===== src/rtl/unload_numbers_if.sv =====
// Word-triple stream carrying n/d/c out of unload_numbers under a valid/ready handshake.
interface unload_numbers_if;
  logic [31:0] n;
  logic [31:0] d;
  logic [31:0] c;
  logic        valid;
  logic        ready;
  logic        last;
  logic [5:0]  idx;

  modport master (output n, d, c, valid, last, idx, input ready);
  modport slave  (input n, d, c, valid, last, idx, output ready);
endinterface


===== src/rtl/unload_numbers.sv =====
// Captures three WORDS-word operands at once and streams them out as 32-bit
// (n, d, c) triples, most-significant word first.
module unload_numbers #(
  parameter int unsigned WORDS = 2
) (
  input  logic                  clk,
  input  logic                  rst,
  input  logic                  load,
  input  logic [32*WORDS-1:0]   primeNum,
  input  logic [32*WORDS-1:0]   privateKey,
  input  logic [32*WORDS-1:0]   cipher,
  unload_numbers_if.master      out_if,
  output logic                  busy,
  output logic                  done,
  output logic [5:0]            count
);

  localparam int unsigned W        = 32 * WORDS;
  localparam logic [5:0]  LAST_IDX = 6'(WORDS - 1);

  typedef enum logic {IDLE = 1'b0, SEND = 1'b1} state_e;

  state_e         state_q, state_d;
  logic [W-1:0]   np_q, np_d, dp_q, dp_d, cp_q, cp_d;
  logic [W-1:0]   np_sh, dp_sh, cp_sh;
  logic [31:0]    n_q, n_d, d_q, d_d, c_q, c_d;
  logic           valid_q, valid_d, last_q, last_d;
  logic           busy_q, busy_d, done_q, done_d;
  logic [5:0]     idx_q, idx_d, count_q, count_d;

  // Next-state: capture in IDLE, shift one word per handshake in SEND.
  always_comb begin
    state_d = state_q;
    np_d    = np_q;
    dp_d    = dp_q;
    cp_d    = cp_q;
    n_d     = n_q;
    d_d     = d_q;
    c_d     = c_q;
    valid_d = valid_q;
    idx_d   = idx_q;
    count_d = count_q;
    done_d  = 1'b0;
    np_sh   = np_q << 32;
    dp_sh   = dp_q << 32;
    cp_sh   = cp_q << 32;

    case (state_q)
      IDLE: begin
        if (load) begin
          state_d = SEND;
          np_d    = primeNum;
          dp_d    = privateKey;
          cp_d    = cipher;
          n_d     = primeNum[W-1 -: 32];
          d_d     = privateKey[W-1 -: 32];
          c_d     = cipher[W-1 -: 32];
          valid_d = 1'b1;
          idx_d   = 6'd0;
        end
      end
      SEND: begin
        if (out_if.ready) begin
          count_d = count_q + 6'd1;
          if (idx_q == LAST_IDX) begin
            state_d = IDLE;
            valid_d = 1'b0;
            n_d     = 32'd0;
            d_d     = 32'd0;
            c_d     = 32'd0;
            idx_d   = 6'd0;
            done_d  = 1'b1;
          end else begin
            np_d    = np_sh;
            dp_d    = dp_sh;
            cp_d    = cp_sh;
            n_d     = np_sh[W-1 -: 32];
            d_d     = dp_sh[W-1 -: 32];
            c_d     = cp_sh[W-1 -: 32];
            idx_d   = idx_q + 6'd1;
          end
        end
      end
      default: state_d = IDLE;
    endcase

    last_d = valid_d && (idx_d == LAST_IDX);
    busy_d = (state_d == SEND);
  end

  always_ff @(posedge clk) begin
    if (rst) begin
      state_q <= IDLE;
      np_q    <= '0;
      dp_q    <= '0;
      cp_q    <= '0;
      n_q     <= '0;
      d_q     <= '0;
      c_q     <= '0;
      valid_q <= 1'b0;
      last_q  <= 1'b0;
      busy_q  <= 1'b0;
      done_q  <= 1'b0;
      idx_q   <= '0;
      count_q <= '0;
    end else begin
      state_q <= state_d;
      np_q    <= np_d;
      dp_q    <= dp_d;
      cp_q    <= cp_d;
      n_q     <= n_d;
      d_q     <= d_d;
      c_q     <= c_d;
      valid_q <= valid_d;
      last_q  <= last_d;
      busy_q  <= busy_d;
      done_q  <= done_d;
      idx_q   <= idx_d;
      count_q <= count_d;
    end
  end

  assign out_if.n     = n_q;
  assign out_if.d     = d_q;
  assign out_if.c     = c_q;
  assign out_if.valid = valid_q;
  assign out_if.last  = last_q;
  assign out_if.idx   = idx_q;
  assign busy         = busy_q;
  assign done         = done_q;
  assign count        = count_q;

endmodule

===== src/flat_wrapper.sv =====
// flat-port wrapper written by rule: the top's interface ports become plain ports
module unload_numbers_flat 
#(
  parameter int unsigned WORDS = 2
)
  (clk, rst, load, primeNum, privateKey, cipher, busy, done, count, out_if_n, out_if_d, out_if_c, out_if_valid, out_if_last, out_if_idx, out_if_ready);
  unload_numbers_if out_if_i ();
  input  logic clk;
  input  logic rst;
  input  logic load;
  input  logic [32*WORDS-1:0] primeNum;
  input  logic [32*WORDS-1:0] privateKey;
  input  logic [32*WORDS-1:0] cipher;
  output logic busy;
  output logic done;
  output logic [5:0] count;
  output wire logic [$bits(out_if_i.n)-1:0] out_if_n;
  output wire logic [$bits(out_if_i.d)-1:0] out_if_d;
  output wire logic [$bits(out_if_i.c)-1:0] out_if_c;
  output wire logic [$bits(out_if_i.valid)-1:0] out_if_valid;
  output wire logic [$bits(out_if_i.last)-1:0] out_if_last;
  output wire logic [$bits(out_if_i.idx)-1:0] out_if_idx;
  input wire logic [$bits(out_if_i.ready)-1:0] out_if_ready;
  assign out_if_n = out_if_i.n;
  assign out_if_d = out_if_i.d;
  assign out_if_c = out_if_i.c;
  assign out_if_valid = out_if_i.valid;
  assign out_if_last = out_if_i.last;
  assign out_if_idx = out_if_i.idx;
  assign out_if_i.ready = out_if_ready;
  unload_numbers #(.WORDS(WORDS)) u_core (.clk(clk), .rst(rst), .load(load), .primeNum(primeNum), .privateKey(privateKey), .cipher(cipher), .out_if(out_if_i), .busy(busy), .done(done), .count(count));
endmodule

===== config.mk =====
export PLATFORM = sky130hd
export DESIGN_NAME = unload_numbers_flat
export DESIGN_NICKNAME = d
export VERILOG_FILES = /design/src/rtl/unload_numbers_if.sv /design/src/rtl/unload_numbers.sv /design/src/flat_wrapper.sv
export SDC_FILE = /design/constraint.sdc
export NUM_CORES = 1
export LEC_CHECK = 0
export CAP_MARGIN = 20
export CORE_MARGIN = 2
export CORE_UTILIZATION = 48
export DETAILED_ROUTE_END_ITERATION = 7
export PLACE_DENSITY = 0.89
export SLEW_MARGIN = 15
export SYNTH_ARGS = -nofsm -noshare
export SYNTH_HDL_FRONTEND = slang
export SYNTH_SLANG_ARGS = --single-unit

===== constraint.sdc =====
create_clock -name clk -period 7.25 [get_ports clk]
set_clock_uncertainty 0.2 [all_clocks]
set_input_delay 0.725 -clock clk [delete_from_list [all_inputs] [get_ports clk]]
set_output_delay 0.725 -clock clk [all_outputs]
set_load 0.03 [all_outputs]

# After elaboration in Yosys (flattened, before gate mapping)
# Cells that the tools add are included.
# W data, S select, Z words.
[word_totals]
out_inout_bits = 112
inputBits = 196
ff_bits = 208
[classes]
n_eq_ne = 5
n_bitwise = 2
addsub = 2
reduce_logical = 5
n_mux = 37
[ops]
columns = ["operator", "n"]
rows = [
  ["$mux W32", 18],
  ["$pmux W32 S2", 6],
  ["$mux W6", 3],
  ["$add A6 B1 Y6 const B", 2],
  ["$eq A6 B1 Y1 const B", 2],
  ["$pmux W6 S2", 1],
  ["$mux W1", 7],
  ["$ne A2 B2 Y1 const B", 3],
  ["$pmux W1 S2", 2],
  ["$reduce_and A2 Y1", 2],
  ["$reduce_and A3 Y1", 1],
  ["$reduce_or A3 Y1", 1],
  ["$not A1 Y1", 2],
  ["$logic_and A1 B1 Y1", 1],
]

# Longest topological paths before layout
[logic_depth]
depth_word = 6
ltp_mapped = 10
mapped_depth_nobuf = 7

# Least setup slack after synthesis
# Ideal clock, no wire load.
[synth_timing]
path_kind = "register to register"
start = "reg u_core.idx_q[0], in the netlist u_core.out_if.idx[0]"
end = "reg u_core.n_q[20], in the netlist u_core.out_if.n[20]"
setup_time_ns = 0.132
synth_period_minus_slack_ns = 2.519
n_path_buf = 3
arrival_ns = 2.187
path_slack_ns = 4.731
path_stages_with_launch = 10
cell_sequence = "dfxtp_1 -> ha_1 -> or4b_4 -> nor2_4 -> nor2b_1 -> buf_6 -> buf_6 -> buf_6 -> a221oi_1 -> nor3_1"
[synth_between]
elab_chain_len = 4
[synth_lines]
columns = ["item", "line", "source"]
rows = [
  ["start, declared", "unload_numbers.sv:29", "logic [5:0] idx_q, idx_d, count_q, count_d;"],
  ["start signal, assigned", "unload_numbers.sv:118", "idx_q <= idx_d;"],
  ["$eq A6 B1 Y1", "unload_numbers.sv:65", "if (idx_q == LAST_IDX) begin"],
  ["$mux W32", "unload_numbers.sv:65", ""],
  ["$mux W32", "unload_numbers.sv:63", "if (out_if.ready) begin"],
  ["$pmux W32 S2", "unload_numbers.sv:48", "case (state_q)"],
  ["end signal, assigned", "unload_numbers.sv:111", "n_q <= n_d;"],
  ["end, declared", "unload_numbers.sv:26", "logic [31:0] n_q, n_d, d_q, d_d, c_q, c_d;"],
]
# No other way between the ends. The select of a mux whose other input is x is not followed.
# A chain may end at the register's enable or synchronous reset.

# Worst setup path in the final report
[layout_timing]
start = "reg u_core.idx_q[1], in the netlist u_core.out_if.idx[1]"
end = "reg u_core.n_q[21], in the netlist u_core.out_if.n[21]"
# Same word-level chain as after synthesis.

==> qor.txt <==
Met1 global-route usage - 0.344
CTS H-Tree Depth - 1
Hpwl dp - 16.5 mm
Hold Fails Final Rpt - 0
GRT met3 Usage - 0.0533
Most frequent cells in the layout - clkdlybuf4s50_1, dfxtp_1, nor2_1
Max-slew violation count - 0
Initial Util - 0.490
Gate Count Post-Synth - 964
Crit Path Max Fanout - 55
Diode count - 0
Power, Total - 3120 uW
Placed insts - 1404
Status - finished, final reports clean
Die span in x - 137 um
Vias in the first global route - 7937
Crit start category - flip-flop
Slew at the pin closest to its max-slew limit - 1110 ps
Hold_buf cts - 0
Clk pin slew, worst setup/hold paths - 60 ps
Total track usage - 0.267
RSZ-0062 raised after global routing - false
Die Y - 137 um
Min-Delay Path Class - reg -> reg
Largest net degree at the start of global routing - 107
DP Worst Slack - 3510 ps
Vias per Instance - 5.87
Final setup margin - 3880 ps
Final setup vio count - 0
Worst path required time - 7460 ps
Register bit total from synthesis - 208
Final worst-path cycle share - 0.465
TritonRoute pass-1 iters - 6
Synth cell types - 38
Clk Latency, worst-skew pair - 500 ps
Gr busiest metal - met2
FF-to-FF End - u_core.out_if.n[21]
DR iter-0 viols - 601
Initial antenna violation count - 0
Root buffer cell - clkbuf_16
FMAX - 297 MHz
# IOs - 308
Met2 GRT Util - 0.438
Drt drc - 0
Final Non-Filler Cells - 1443
RePlAce Congestion - 0.887
GR Overflow Total - 0
Area Growth Syn to Fin - 45.0%
Seq/Total Area, Yosys - 0.492
Most common cell after layout, fill and taps aside - clkdlybuf4s50_1
First-pass GRT wire length - 40.6 mm
Drt total wl - 26.6 mm
WL per Instance - 18.4 um
Cell Area, Synth - 8470 um2
Critical path origin - u_core.out_if.idx[1]
Post-Route Setup TNS - 0 ps
Yosys Warn Count - 0
Pwr/cell area - 254 nW/um2
Worst setup endpoint - u_core.out_if.n[21]
Worst VDD drop - 0.168 mV
Final min period - 3370 ps
Via count - 8475
Flop2flop setup slack - 3880 ps
Max_slew headroom - 0.256
Ratio of cells with drive above 1 in the final layout - 0.0640
CP Class - reg -> reg
WP data arrival - 3580 ps
Endpoint class of the critical path - flip-flop
Die area - 18700 um2
Fill cells - 1318
R2R depth - 8
Row Count - 48
FF-to-FF Start - u_core.out_if.idx[1]
Core Box Area - 17300 um2
TritonCTS clock tree - yes
Max-Cap Viols - 0
Final design utilization - 0.710
Clock buffer depth - 3
Antenna-violating nets left - 0
Syn_nets - 1163
Leakage power - 0.00439 uW
Clock sink count - 208
Post-Syn Area per Cell - 8.79 um2
CTS resizes - 0
Post-CTS Setup Repair Bufs - 0
Final net count - 1402
CTS buffer count - 22
IO buf count - 307
per-stage QoR:
step,hold WS (ps),instance area [um2]
after floorplan,232,8470
after global placement,238,11500
after detailed placement,245,11500
after CTS,251,12300
after global routing,266,12300
final,251,12300
area by class of cell:
class / count / area (um2) / share of cell area
inverters: 1 / 3.75 / 0.000306
flip-flops and latches: 208 / 4170 / 0.339
well taps: 225 / 282 / 0.0229
clock buffers: 30 / 652 / 0.0531
repair buffers: 316 / 3150 / 0.257
multi-input cells: 654 / 3880 / 0.316
clock inverters: 9 / 151 / 0.0123
flip-flops by register name, summed over array words and instances, names as in the netlist:
| signal | flops |
|---|---|
| u_core.out_if.c | 32 |
| u_core.busy | 1 |
| u_core.out_if.idx | 6 |
| u_core.count | 6 |
| u_core.np_q | 32 |
| u_core.dp_q | 32 |
| u_core.cp_q | 32 |
| u_core.out_if.d | 32 |
| u_core.out_if.last | 1 |
| u_core.out_if.n | 32 |
| u_core.out_if.valid | 1 |
| u_core.done | 1 |
synthesized netlist by cell type:
| library cell | number | area [um2] |
|---|---|---|
| buf_1 | 1 | 3.75 |
| or2_2 | 2 | 12.5 |
| a31oi_1 | 1 | 6.26 |
| xnor2_1 | 1 | 8.76 |
| a21boi_0 | 1 | 7.51 |
| o22ai_1 | 1 | 6.26 |
| nor3_1 | 104 | 521 |
| nor2_4 | 1 | 11.3 |
| o21ba_2 | 1 | 10.0 |
| nand2b_1 | 1 | 6.26 |
| nor4_1 | 1 | 6.26 |
| buf_6 | 6 | 67.6 |
| nor2b_1 | 3 | 18.8 |
| and3_1 | 1 | 6.26 |
| nor4b_1 | 1 | 8.76 |
| nand3b_1 | 96 | 721 |
| and4_1 | 1 | 8.76 |
| xor2_1 | 4 | 35.0 |
| clkbuf_1 | 76 | 285 |
| inv_1 | 1 | 3.75 |
| a221oi_2 | 21 | 315 |
| and2_1 | 1 | 6.26 |
| nand4_1 | 4 | 25.0 |
| ha_1 | 3 | 37.5 |
| or4b_4 | 1 | 13.8 |
| a21o_1 | 1 | 7.51 |
| o21ai_0 | 6 | 30.0 |
| a41oi_1 | 1 | 8.76 |
| nand2_1 | 103 | 387 |
| nor2_1 | 110 | 413 |
| nand3_1 | 1 | 5.00 |
| dfxtp_1 | 208 | 4160 |
| a221oi_1 | 76 | 666 |
| buf_2 | 13 | 65.1 |
| nand4b_1 | 1 | 8.76 |
| buf_4 | 5 | 37.5 |
| a21oi_1 | 104 | 521 |
| a211oi_1 | 1 | 7.51 |
worst min-delay path by stage:
stage                     from         endpoint  cells past startpoint
6_report       u_core.dp_q[23]  u_core.dp_q[23]                      2
5_1_grt        u_core.dp_q[27]  u_core.dp_q[27]                      2
4_1_cts        u_core.dp_q[22]  u_core.dp_q[22]                      2
3_5_place_dp   u_core.cp_q[29]  u_core.cp_q[29]                      2
3_3_place_gp   u_core.dp_q[28]  u_core.dp_q[28]                      2
2_1_floorplan   u_core.cp_q[0]   u_core.cp_q[0]                      2
critical path: stages, from the launching register on:
cell,delay [ps]
dfxtp_1,440
inv_1,70
ha_1,170
or4b_4,230
nor2_4,60
nor2b_4,870
buf_4,760
a221oi_1,220
nor3_1,240
cell families (layout without fill, tap and decap cells):
logic type               count (synthesis)  in the layout  share of synthesized area
buffers and inverters                  102            356                     0.0546
adder cells (fa/ha/maj)                  3              3                    0.00443
flip-flops                             208            208                      0.492
XOR/XNOR                                 5              5                    0.00517
AO/OA/AOI/OAI                          214            214                      0.187
AND/OR/NAND/NOR                        432            432                      0.257
power breakdown:
| group | switching [uW] | leakage (uW) | internal (uW) |
|---|---|---|---|
| Combinational | 337 | 0.00229 | 278 |
| Clock | 458 | 0.000395 | 772 |
| Sequential | 51.0 | 0.00171 | 1230 |
| Total | 846 | 0.00439 | 2280 |
per-layer routing:
metal  vias to the layer above  routed length, um  part of all wire
li1                       3946                  -                 -
met1                      3988              10500              0.40
met2                       446              12700              0.48
met3                        95               2250             0.085
met4                         0               1080             0.040
met5                         -                  0                 0
(Power assumes the default switching activity.)
